[src/rtl/ball_motion_ctrl_if.sv]
// Ball/brick collision query bus: the ball controller drives position, speed and
// request; the brick field answers with acknowledge, collision flag and direction.
interface ball_motion_ctrl_if #(
  parameter int PIXELX_BIT_CNT    = 10,
  parameter int PIXELY_BIT_CNT    = 10,
  parameter int BALL_SIZE_BIT_CNT = 3,
  parameter int DIR_BIT_CNT       = 5
);
  logic [PIXELX_BIT_CNT-1:0]    o_ballX;
  logic [PIXELY_BIT_CNT-1:0]    o_ballY;
  logic [BALL_SIZE_BIT_CNT-1:0] o_ball_size;
  logic [1:0]                   o_speedX;
  logic [1:0]                   o_speedY;
  logic                         o_brick_req;
  logic                         i_brick_ack;
  logic                         i_ball_brick_collision;
  logic [DIR_BIT_CNT-1:0]       i_direc_var;

  modport master (
    output o_ballX, o_ballY, o_ball_size, o_speedX, o_speedY, o_brick_req,
    input  i_brick_ack, i_ball_brick_collision, i_direc_var
  );

  modport slave (
    input  o_ballX, o_ballY, o_ball_size, o_speedX, o_speedY, o_brick_req,
    output i_brick_ack, i_ball_brick_collision, i_direc_var
  );
endinterface

[src/rtl/ball_motion_ctrl.sv]
// Per-frame ball mover and initiator of the brick collision handshake.
// Optional feature macro: BALL_TIMEOUT_EN (bounded wait for the brick acknowledge).
module ball_motion_ctrl #(
  parameter int X_INIT            = 320,
  parameter int Y_INIT            = 400,
  parameter int BALL_SIZE         = 4,
  parameter int X_MIN             = 32,
  parameter int X_MAX             = 607,
  parameter int Y_MIN             = 0,
  parameter int Y_BOTTOM          = 479,
  parameter int TIMEOUT           = 15,
  parameter int PIXELX_BIT_CNT    = 10,
  parameter int PIXELY_BIT_CNT    = 10,
  parameter int BALL_SIZE_BIT_CNT = 3,
  parameter int DIR_BIT_CNT       = 5
) (
  input  logic               clk,
  input  logic               rst_n,
  input  logic               i_frame_tick,
  input  logic               i_launch,
  input  logic               i_restart,
  ball_motion_ctrl_if.master brick_if,
  output logic               o_ball_lost,
  output logic               o_busy,
  output logic               o_timeout
);

  localparam int XW = PIXELX_BIT_CNT;
  localparam int YW = PIXELY_BIT_CNT;
  localparam int XE = XW + 1;
  localparam int YE = YW + 1;
  localparam int DW = DIR_BIT_CNT;

  localparam logic [XW-1:0] X_RESET = XW'(X_INIT);
  localparam logic [YW-1:0] Y_RESET = YW'(Y_INIT);
  localparam logic [XE-1:0] X_LO    = XE'(X_MIN + BALL_SIZE);
  localparam logic [XE-1:0] X_HI    = XE'(X_MAX);
  localparam logic [XE-1:0] BS_X    = XE'(BALL_SIZE);
  localparam logic [YE-1:0] Y_LO    = YE'(Y_MIN + BALL_SIZE);
  localparam logic [YE-1:0] Y_LOSS  = YE'(Y_BOTTOM);
  localparam logic [YE-1:0] BS_Y    = YE'(BALL_SIZE);

  localparam logic [DW-1:0] DIR_FLIP_Y  = DW'(19);
  localparam logic [DW-1:0] DIR_FLIP_XY = DW'(18);

  localparam logic [1:0] SPD_ZERO = 2'b00;
  localparam logic [1:0] SPD_POS  = 2'b01;
  localparam logic [1:0] SPD_NEG  = 2'b11;

  typedef enum logic [2:0] {
    S_IDLE,
    S_WAIT_FRAME,
    S_MOVE,
    S_REQ,
    S_WAIT_ACK,
    S_APPLY
  } state_t;

  state_t          state_q, state_d;
  logic [XW-1:0]   x_q, x_d;
  logic [YW-1:0]   y_q, y_d;
  logic [1:0]      sx_q, sx_d;
  logic [1:0]      sy_q, sy_d;
  logic            req_q, req_d;
  logic            coll_q, coll_d;
  logic [DW-1:0]   dir_q, dir_d;
  logic            lost_q, lost_d;
  logic            busy_q, busy_d;

`ifdef BALL_TIMEOUT_EN
  localparam int TW = (TIMEOUT > 1) ? $clog2(TIMEOUT) : 1;
  localparam logic [TW-1:0] CNT_LAST = TW'(TIMEOUT - 1);
  logic [TW-1:0]   cnt_q, cnt_d;
  logic            timeout_q, timeout_d;
`endif

  logic [XW-1:0]   nx;
  logic [YW-1:0]   ny;
  logic [XE-1:0]   nx_ext;
  logic [YE-1:0]   ny_ext;
  logic            hit_left, hit_right, hit_top, hit_loss;

  // 01 <-> 11; a stopped axis stays stopped.
  function automatic logic [1:0] neg_speed(input logic [1:0] s);
    case (s)
      SPD_POS: neg_speed = SPD_NEG;
      SPD_NEG: neg_speed = SPD_POS;
      default: neg_speed = SPD_ZERO;
    endcase
  endfunction

  assign nx     = x_q + {{(XW-2){sx_q[1]}}, sx_q};
  assign ny     = y_q + {{(YW-2){sy_q[1]}}, sy_q};
  assign nx_ext = {1'b0, nx};
  assign ny_ext = {1'b0, ny};

  // Limits are compared one bit wider so that +/- BALL_SIZE never wraps.
  assign hit_left  = (nx_ext <= X_LO);
  assign hit_right = ((nx_ext + BS_X) >= X_HI);
  assign hit_top   = (ny_ext <= Y_LO);
  assign hit_loss  = ((ny_ext + BS_Y) >= Y_LOSS);

  always_ff @(posedge clk or negedge rst_n) begin
    if (!rst_n) begin
      state_q   <= S_IDLE;
      x_q       <= X_RESET;
      y_q       <= Y_RESET;
      sx_q      <= SPD_ZERO;
      sy_q      <= SPD_ZERO;
      req_q     <= 1'b0;
      coll_q    <= 1'b0;
      dir_q     <= '0;
      lost_q    <= 1'b0;
      busy_q    <= 1'b0;
`ifdef BALL_TIMEOUT_EN
      cnt_q     <= '0;
      timeout_q <= 1'b0;
`endif
    end else begin
      state_q   <= state_d;
      x_q       <= x_d;
      y_q       <= y_d;
      sx_q      <= sx_d;
      sy_q      <= sy_d;
      req_q     <= req_d;
      coll_q    <= coll_d;
      dir_q     <= dir_d;
      lost_q    <= lost_d;
      busy_q    <= busy_d;
`ifdef BALL_TIMEOUT_EN
      cnt_q     <= cnt_d;
      timeout_q <= timeout_d;
`endif
    end
  end

  always_comb begin
    state_d   = state_q;
    x_d       = x_q;
    y_d       = y_q;
    sx_d      = sx_q;
    sy_d      = sy_q;
    req_d     = req_q;
    coll_d    = coll_q;
    dir_d     = dir_q;
    lost_d    = 1'b0;
`ifdef BALL_TIMEOUT_EN
    cnt_d     = cnt_q;
    timeout_d = 1'b0;
`endif

    case (state_q)
      S_IDLE: begin
        x_d   = X_RESET;
        y_d   = Y_RESET;
        sx_d  = SPD_ZERO;
        sy_d  = SPD_ZERO;
        req_d = 1'b0;
        if (i_launch) begin
          sx_d    = SPD_POS;
          sy_d    = SPD_NEG;
          state_d = S_WAIT_FRAME;
        end
      end

      S_WAIT_FRAME: begin
        if (i_frame_tick) state_d = S_MOVE;
      end

      S_MOVE: begin
        x_d = nx;
        y_d = ny;
        if (hit_left)  sx_d = SPD_POS;
        if (hit_right) sx_d = SPD_NEG;
        if (hit_top)   sy_d = SPD_POS;
        if (hit_loss) begin
          lost_d  = 1'b1;
          x_d     = X_RESET;
          y_d     = Y_RESET;
          sx_d    = SPD_ZERO;
          sy_d    = SPD_ZERO;
          state_d = S_IDLE;
        end else begin
          state_d = S_REQ;
        end
      end

      S_REQ: begin
        req_d   = 1'b1;
        state_d = S_WAIT_ACK;
`ifdef BALL_TIMEOUT_EN
        cnt_d   = '0;
`endif
      end

      S_WAIT_ACK: begin
        if (brick_if.i_brick_ack) begin
          coll_d  = brick_if.i_ball_brick_collision;
          dir_d   = brick_if.i_direc_var;
          req_d   = 1'b0;
          state_d = S_APPLY;
        end
`ifdef BALL_TIMEOUT_EN
        else if (cnt_q == CNT_LAST) begin
          coll_d    = 1'b0;
          req_d     = 1'b0;
          timeout_d = 1'b1;
          state_d   = S_APPLY;
        end else begin
          cnt_d = cnt_q + 1'b1;
        end
`endif
      end

      S_APPLY: begin
        // Speeds here already carry any wall bounce from MOVE.
        if (coll_q) begin
          if (dir_q == DIR_FLIP_Y) begin
            sy_d = neg_speed(sy_q);
          end else if (dir_q == DIR_FLIP_XY) begin
            sx_d = neg_speed(sx_q);
            sy_d = neg_speed(sy_q);
          end
        end
        state_d = S_WAIT_FRAME;
      end

      default: state_d = S_IDLE;
    endcase

    if (i_restart) begin
      state_d   = S_IDLE;
      x_d       = X_RESET;
      y_d       = Y_RESET;
      sx_d      = SPD_ZERO;
      sy_d      = SPD_ZERO;
      req_d     = 1'b0;
      lost_d    = 1'b0;
`ifdef BALL_TIMEOUT_EN
      timeout_d = 1'b0;
`endif
    end

    busy_d = (state_d == S_MOVE) || (state_d == S_REQ) || (state_d == S_WAIT_ACK);
  end

  assign brick_if.o_ballX     = x_q;
  assign brick_if.o_ballY     = y_q;
  assign brick_if.o_ball_size = BALL_SIZE_BIT_CNT'(BALL_SIZE);
  assign brick_if.o_speedX    = sx_q;
  assign brick_if.o_speedY    = sy_q;
  assign brick_if.o_brick_req = req_q;

  assign o_ball_lost = lost_q;
  assign o_busy      = busy_q;
`ifdef BALL_TIMEOUT_EN
  assign o_timeout   = timeout_q;
`else
  assign o_timeout   = 1'b0;
`endif

endmodule

[src/flat_wrapper.sv]
// flat-port wrapper written by rule: the top's interface ports become plain ports
module ball_motion_ctrl_flat 
#(
  parameter int X_INIT            = 320,
  parameter int Y_INIT            = 400,
  parameter int BALL_SIZE         = 4,
  parameter int X_MIN             = 32,
  parameter int X_MAX             = 607,
  parameter int Y_MIN             = 0,
  parameter int Y_BOTTOM          = 479,
  parameter int TIMEOUT           = 15,
  parameter int PIXELX_BIT_CNT    = 10,
  parameter int PIXELY_BIT_CNT    = 10,
  parameter int BALL_SIZE_BIT_CNT = 3,
  parameter int DIR_BIT_CNT       = 5
)
  (clk, rst_n, i_frame_tick, i_launch, i_restart, o_ball_lost, o_busy, o_timeout, brick_if_o_ballX, brick_if_o_ballY, brick_if_o_ball_size, brick_if_o_speedX, brick_if_o_speedY, brick_if_o_brick_req, brick_if_i_brick_ack, brick_if_i_ball_brick_collision, brick_if_i_direc_var);
  ball_motion_ctrl_if #(.PIXELX_BIT_CNT(PIXELX_BIT_CNT), .PIXELY_BIT_CNT(PIXELY_BIT_CNT), .BALL_SIZE_BIT_CNT(BALL_SIZE_BIT_CNT), .DIR_BIT_CNT(DIR_BIT_CNT)) brick_if_i ();
  input  logic clk;
  input  logic rst_n;
  input  logic i_frame_tick;
  input  logic i_launch;
  input  logic i_restart;
  output logic o_ball_lost;
  output logic o_busy;
  output logic o_timeout;
  output wire logic [$bits(brick_if_i.o_ballX)-1:0] brick_if_o_ballX;
  output wire logic [$bits(brick_if_i.o_ballY)-1:0] brick_if_o_ballY;
  output wire logic [$bits(brick_if_i.o_ball_size)-1:0] brick_if_o_ball_size;
  output wire logic [$bits(brick_if_i.o_speedX)-1:0] brick_if_o_speedX;
  output wire logic [$bits(brick_if_i.o_speedY)-1:0] brick_if_o_speedY;
  output wire logic [$bits(brick_if_i.o_brick_req)-1:0] brick_if_o_brick_req;
  input wire logic [$bits(brick_if_i.i_brick_ack)-1:0] brick_if_i_brick_ack;
  input wire logic [$bits(brick_if_i.i_ball_brick_collision)-1:0] brick_if_i_ball_brick_collision;
  input wire logic [$bits(brick_if_i.i_direc_var)-1:0] brick_if_i_direc_var;
  assign brick_if_o_ballX = brick_if_i.o_ballX;
  assign brick_if_o_ballY = brick_if_i.o_ballY;
  assign brick_if_o_ball_size = brick_if_i.o_ball_size;
  assign brick_if_o_speedX = brick_if_i.o_speedX;
  assign brick_if_o_speedY = brick_if_i.o_speedY;
  assign brick_if_o_brick_req = brick_if_i.o_brick_req;
  assign brick_if_i.i_brick_ack = brick_if_i_brick_ack;
  assign brick_if_i.i_ball_brick_collision = brick_if_i_ball_brick_collision;
  assign brick_if_i.i_direc_var = brick_if_i_direc_var;
  ball_motion_ctrl #(.X_INIT(X_INIT), .Y_INIT(Y_INIT), .BALL_SIZE(BALL_SIZE), .X_MIN(X_MIN), .X_MAX(X_MAX), .Y_MIN(Y_MIN), .Y_BOTTOM(Y_BOTTOM), .TIMEOUT(TIMEOUT), .PIXELX_BIT_CNT(PIXELX_BIT_CNT), .PIXELY_BIT_CNT(PIXELY_BIT_CNT), .BALL_SIZE_BIT_CNT(BALL_SIZE_BIT_CNT), .DIR_BIT_CNT(DIR_BIT_CNT)) u_core (.clk(clk), .rst_n(rst_n), .i_frame_tick(i_frame_tick), .i_launch(i_launch), .i_restart(i_restart), .brick_if(brick_if_i), .o_ball_lost(o_ball_lost), .o_busy(o_busy), .o_timeout(o_timeout));
endmodule
[config.mk]
export PLATFORM = sky130hd
export DESIGN_NAME = ball_motion_ctrl_flat
export DESIGN_NICKNAME = d
export VERILOG_FILES = /design/src/rtl/ball_motion_ctrl_if.sv /design/src/rtl/ball_motion_ctrl.sv /design/src/flat_wrapper.sv
export SDC_FILE = /design/constraint.sdc
export NUM_CORES = 1
export LEC_CHECK = 0
export BUFFER_PORTS_ARGS = -buffer_cell sky130_fd_sc_hd__buf_4
export CAP_MARGIN = 15
export CORE_ASPECT_RATIO = 0.7
export CORE_MARGIN = 2
export CORE_UTILIZATION = 39
export DETAILED_ROUTE_END_ITERATION = 10
export PLACE_DENSITY = 0.63
export SKIP_CTS_REPAIR_TIMING = 1
export SLEW_MARGIN = 5
export SYNTH_ARGS = -nofsm -noshare
export SYNTH_HDL_FRONTEND = slang
export SYNTH_SLANG_ARGS = --single-unit
[constraint.sdc]
create_clock -name clk -period 4.5 [get_ports clk]
set_clock_uncertainty 0.1 [all_clocks]
set_input_delay 0.225 -clock clk [delete_from_list [all_inputs] [get_ports clk]]
set_output_delay 0.225 -clock clk [all_outputs]
set_load 0.02 [all_outputs]
==> flow_summary.toml <==
[pwr]
vdd_drop_max_mv = 0.146
p_leak_nw = 1.57
power_density_mw_per_mm2 = 269

[critical_path]
critPathKind = "reg -> reg"
path_max_fanout = 15
slowest_delay_ns = 0.60
r2r_slack_ns = 0.38
crit_top_cell = "inv_1"
startpoint_type = "flop"
path_cells = "inv_1 -> fa_1 -> xnor2_1 -> inv_1 -> ha_1 -> a21oi_1 -> nor4b_1 -> mux2i_1 -> o221ai_1 -> a22oi_1 -> nor3_2 -> nor4_4 -> inv_2 -> o22ai_1"
critPathLaunch = "u_core.brick_if.o_speedY[1]"
rr_worst_depth = 14
crit_path_end = "u_core.brick_if.o_ballY[1]"
end_kind = "flop"
critPathSlowestCell = "dfrtp_1"
crit_required_ns = 4.59
rr_startpoint = "u_core.brick_if.o_speedY[1]"
arrival_ns = 4.21
r2r_end = "u_core.brick_if.o_ballY[1]"

[placement]
portBuffers = 38
dpl.hpwl_um = 5550
globalplace.congestion = 0.826

[synth]
synth_mux_area_frac = 0.0399
syn_area_mm2 = 0.00298
synth_top_cell_area_share = 0.260
syn_inst = 332
synth_top_family_by_area = "compound AO/OA/AOI/OAI gates"
ys.flop_type = "dfrtp_1"
synthAdderAreaFrac = 0.123
ys_seq_area_frac = 0.304
synth_top_cell_by_area = "dfrtp_1"
async_flop_share = 1.00
ys_ff_latch = 36
synth_xor_xnor_area_share = 0.0319
synth_edf_count = 0
synth-simple-area-share = 0.205
synth.distinct_cells = 71
syn_avg_cell_area_um2 = 8.97
ys_warn_count = 0
synth_area_leaders = "dfrtp_1, ha_1, dfstp_2, a21oi_1, nor2_1"
synth-compound-area-share = 0.242

[clock_network]
cts_max_path_buffers = 2
cts.sinks = 36
clock_latency_ns = 0.29
cts_tree = "built"
clk_pin_slew_ns = 0.08
numCtsBuffers = 5
cts_root_buf = "clkbuf_8"
htree_levels = 2

[route]
via_count = 2639
wl_per_cell_um = 15.5
routed_wl_um = 7290
drt-initial-drc-count = 124
ant_nets = 0
drtPass1Iterations = 4
via_per_inst = 5.63
post-route-drc-count = 0

[timing]
fin_hold_ws_ns = 0.0666
worst_pin_slew_ns = 0.715
relSlewSlack = 0.522
setup_viol = 0
slew_violations = 0
hold_viol = 0
period_share = 0.917
setup_tns_ns = 0
finalCriticalPeriod_ns = 4.12
rsz0062_at_grt = "no"
fmax_mhz = 242

[grt]
grt_pass1_vias = 2413
antenna_found_initial = 0
grt_pass1_wl_um = 12100
grt_use_total = 0.179
grt_start_max_net_pins = 37
overflow = 0

[die]
die_area_mm2 = 0.00836
pin_count = 43
die-height_um = 77.1
start_util = 0.405
num_rows = 26
die_x_um = 108
core_area_mm2 = 0.00735

[finish]
layout.cells.most_common = "buf_4"
final_net_count = 410
layout-drive-gt1-share = 0.229
diodes = 0
nFillCells = 753
layout_common_cells = "buf_4, dfrtp_1, nor2_1"
seqCellArea_um2 = 907
syn_to_final_growth_pct = 17.9
multi_input_area_mm2 = 0.00193

[status]
status = "completed"

[worst_hold_path]
hp-class = "in -> reg"

[flow_run]
maxCapViolCount = 0
## state kept, by name, summed over array words and instances (netlist names)
signal,cells
u_core.state_q,3
u_core.brick_if.o_speedX,2
u_core.brick_if.o_brick_req,1
u_core.o_busy,1
u_core.coll_q,1
u_core.o_ball_lost,1
u_core.dir_q,5
u_core.brick_if.o_ballX,10
u_core.brick_if.o_ballY,10
u_core.brick_if.o_speedY,2
## final cells by class
class | count | area share
Clock buffer | 5 | 0.0196
Clock inverter | 3 | 0.0257
Inverter | 22 | 0.0235
Multi-Input combinational cell | 264 | 0.549
Sequential cell | 36 | 0.258
Tap cell | 98 | 0.0349
Timing Repair Buffer | 41 | 0.0894
## critical path, delay by kind of cell, from the launching register on
kind                       cells  cell delay [ns]
AOI/OAI and AO/OA              4             0.73
xor gates and xnor gates       1             0.39
adders and majority gates      2             0.71
buffers and inverters          3             0.61
DFF                            1             0.60
muxes                          1             0.13
and+or+nand+nor                3             0.75
## cells by family (layout without fill, tap and decap cells)
| logic type | count (synthesis) | after routing |
|---|---|---|
| simple gates | 108 | 108 |
| buf+inv | 34 | 71 |
| flops | 36 | 36 |
| other cells | 2 | 4 |
| compound gates | 103 | 103 |
| mux | 11 | 11 |
| xor+xnor | 10 | 10 |
| fa+ha+maj | 28 | 28 |
## where the power goes
part | internal, mW | total (mW) | switching, mW
combinational | 0.0724 | 0.183 | 0.111
sequential | 0.344 | 0.364 | 0.0196
clock | 0.277 | 0.399 | 0.122
total | 0.694 | 0.946 | 0.252
## worst min-delay path by stage
stage                     slack, ns               startpoint                          end  cells past startpoint
after detailed placement       0.11                    rst_n  u_core.brick_if.o_brick_req                      1
after CTS                     -0.21                    rst_n  u_core.brick_if.o_brick_req                      1
after floorplan               -0.17                    rst_n   u_core.brick_if.o_ballX[0]                      0
final                          0.07  brick_if_i_direc_var[3]              u_core.dir_q[3]                      2
after global routing           0.06  brick_if_i_direc_var[3]              u_core.dir_q[3]                      2
after global placement         0.10                    rst_n  u_core.brick_if.o_brick_req                      1
## synth_stat cells, types with 4 or more instances
cell type  number
dfstp_2         5
a21oi_1        21
xnor2_1         6
o21a_1          4
mux2_2          7
nor2_1         28
nor3_1         12
ha_1           26
nand3_1         7
clkbuf_1        4
nand2_1        16
and3_1          4
nor4b_1         5
o22ai_1         7
dfrtp_1        31
nand4_1         4
nor2b_1         5
buf_4           6
inv_1          21
mux2i_1         4
o21ai_1         8
a22o_1          4
o21ai_0        15
## per-stage QoR
stage	cell area (um2)	cells	setup slack, ns	power, mW	util
floorplan	2990	334	1.02	0.497	-
global placement	3330	459	0.581	0.545	0.453
detailed placement	3330	459	0.430	0.549	0.453
CTS	3490	467	0.396	0.949	0.475
global route	3510	469	0.0449	0.994	0.478
finish	3510	469	0.376	0.946	0.478
## metal layers
metal,GRT usage,part of all wire,vias up
met1,0.291,0.54,1255
met4,0.0321,0.0058,0
met2,0.242,0.40,66
li1,-,-,1311
met5,0,0,-
met3,0.0349,0.055,7
No activity file was read; power rests on OpenSTA's default activity.
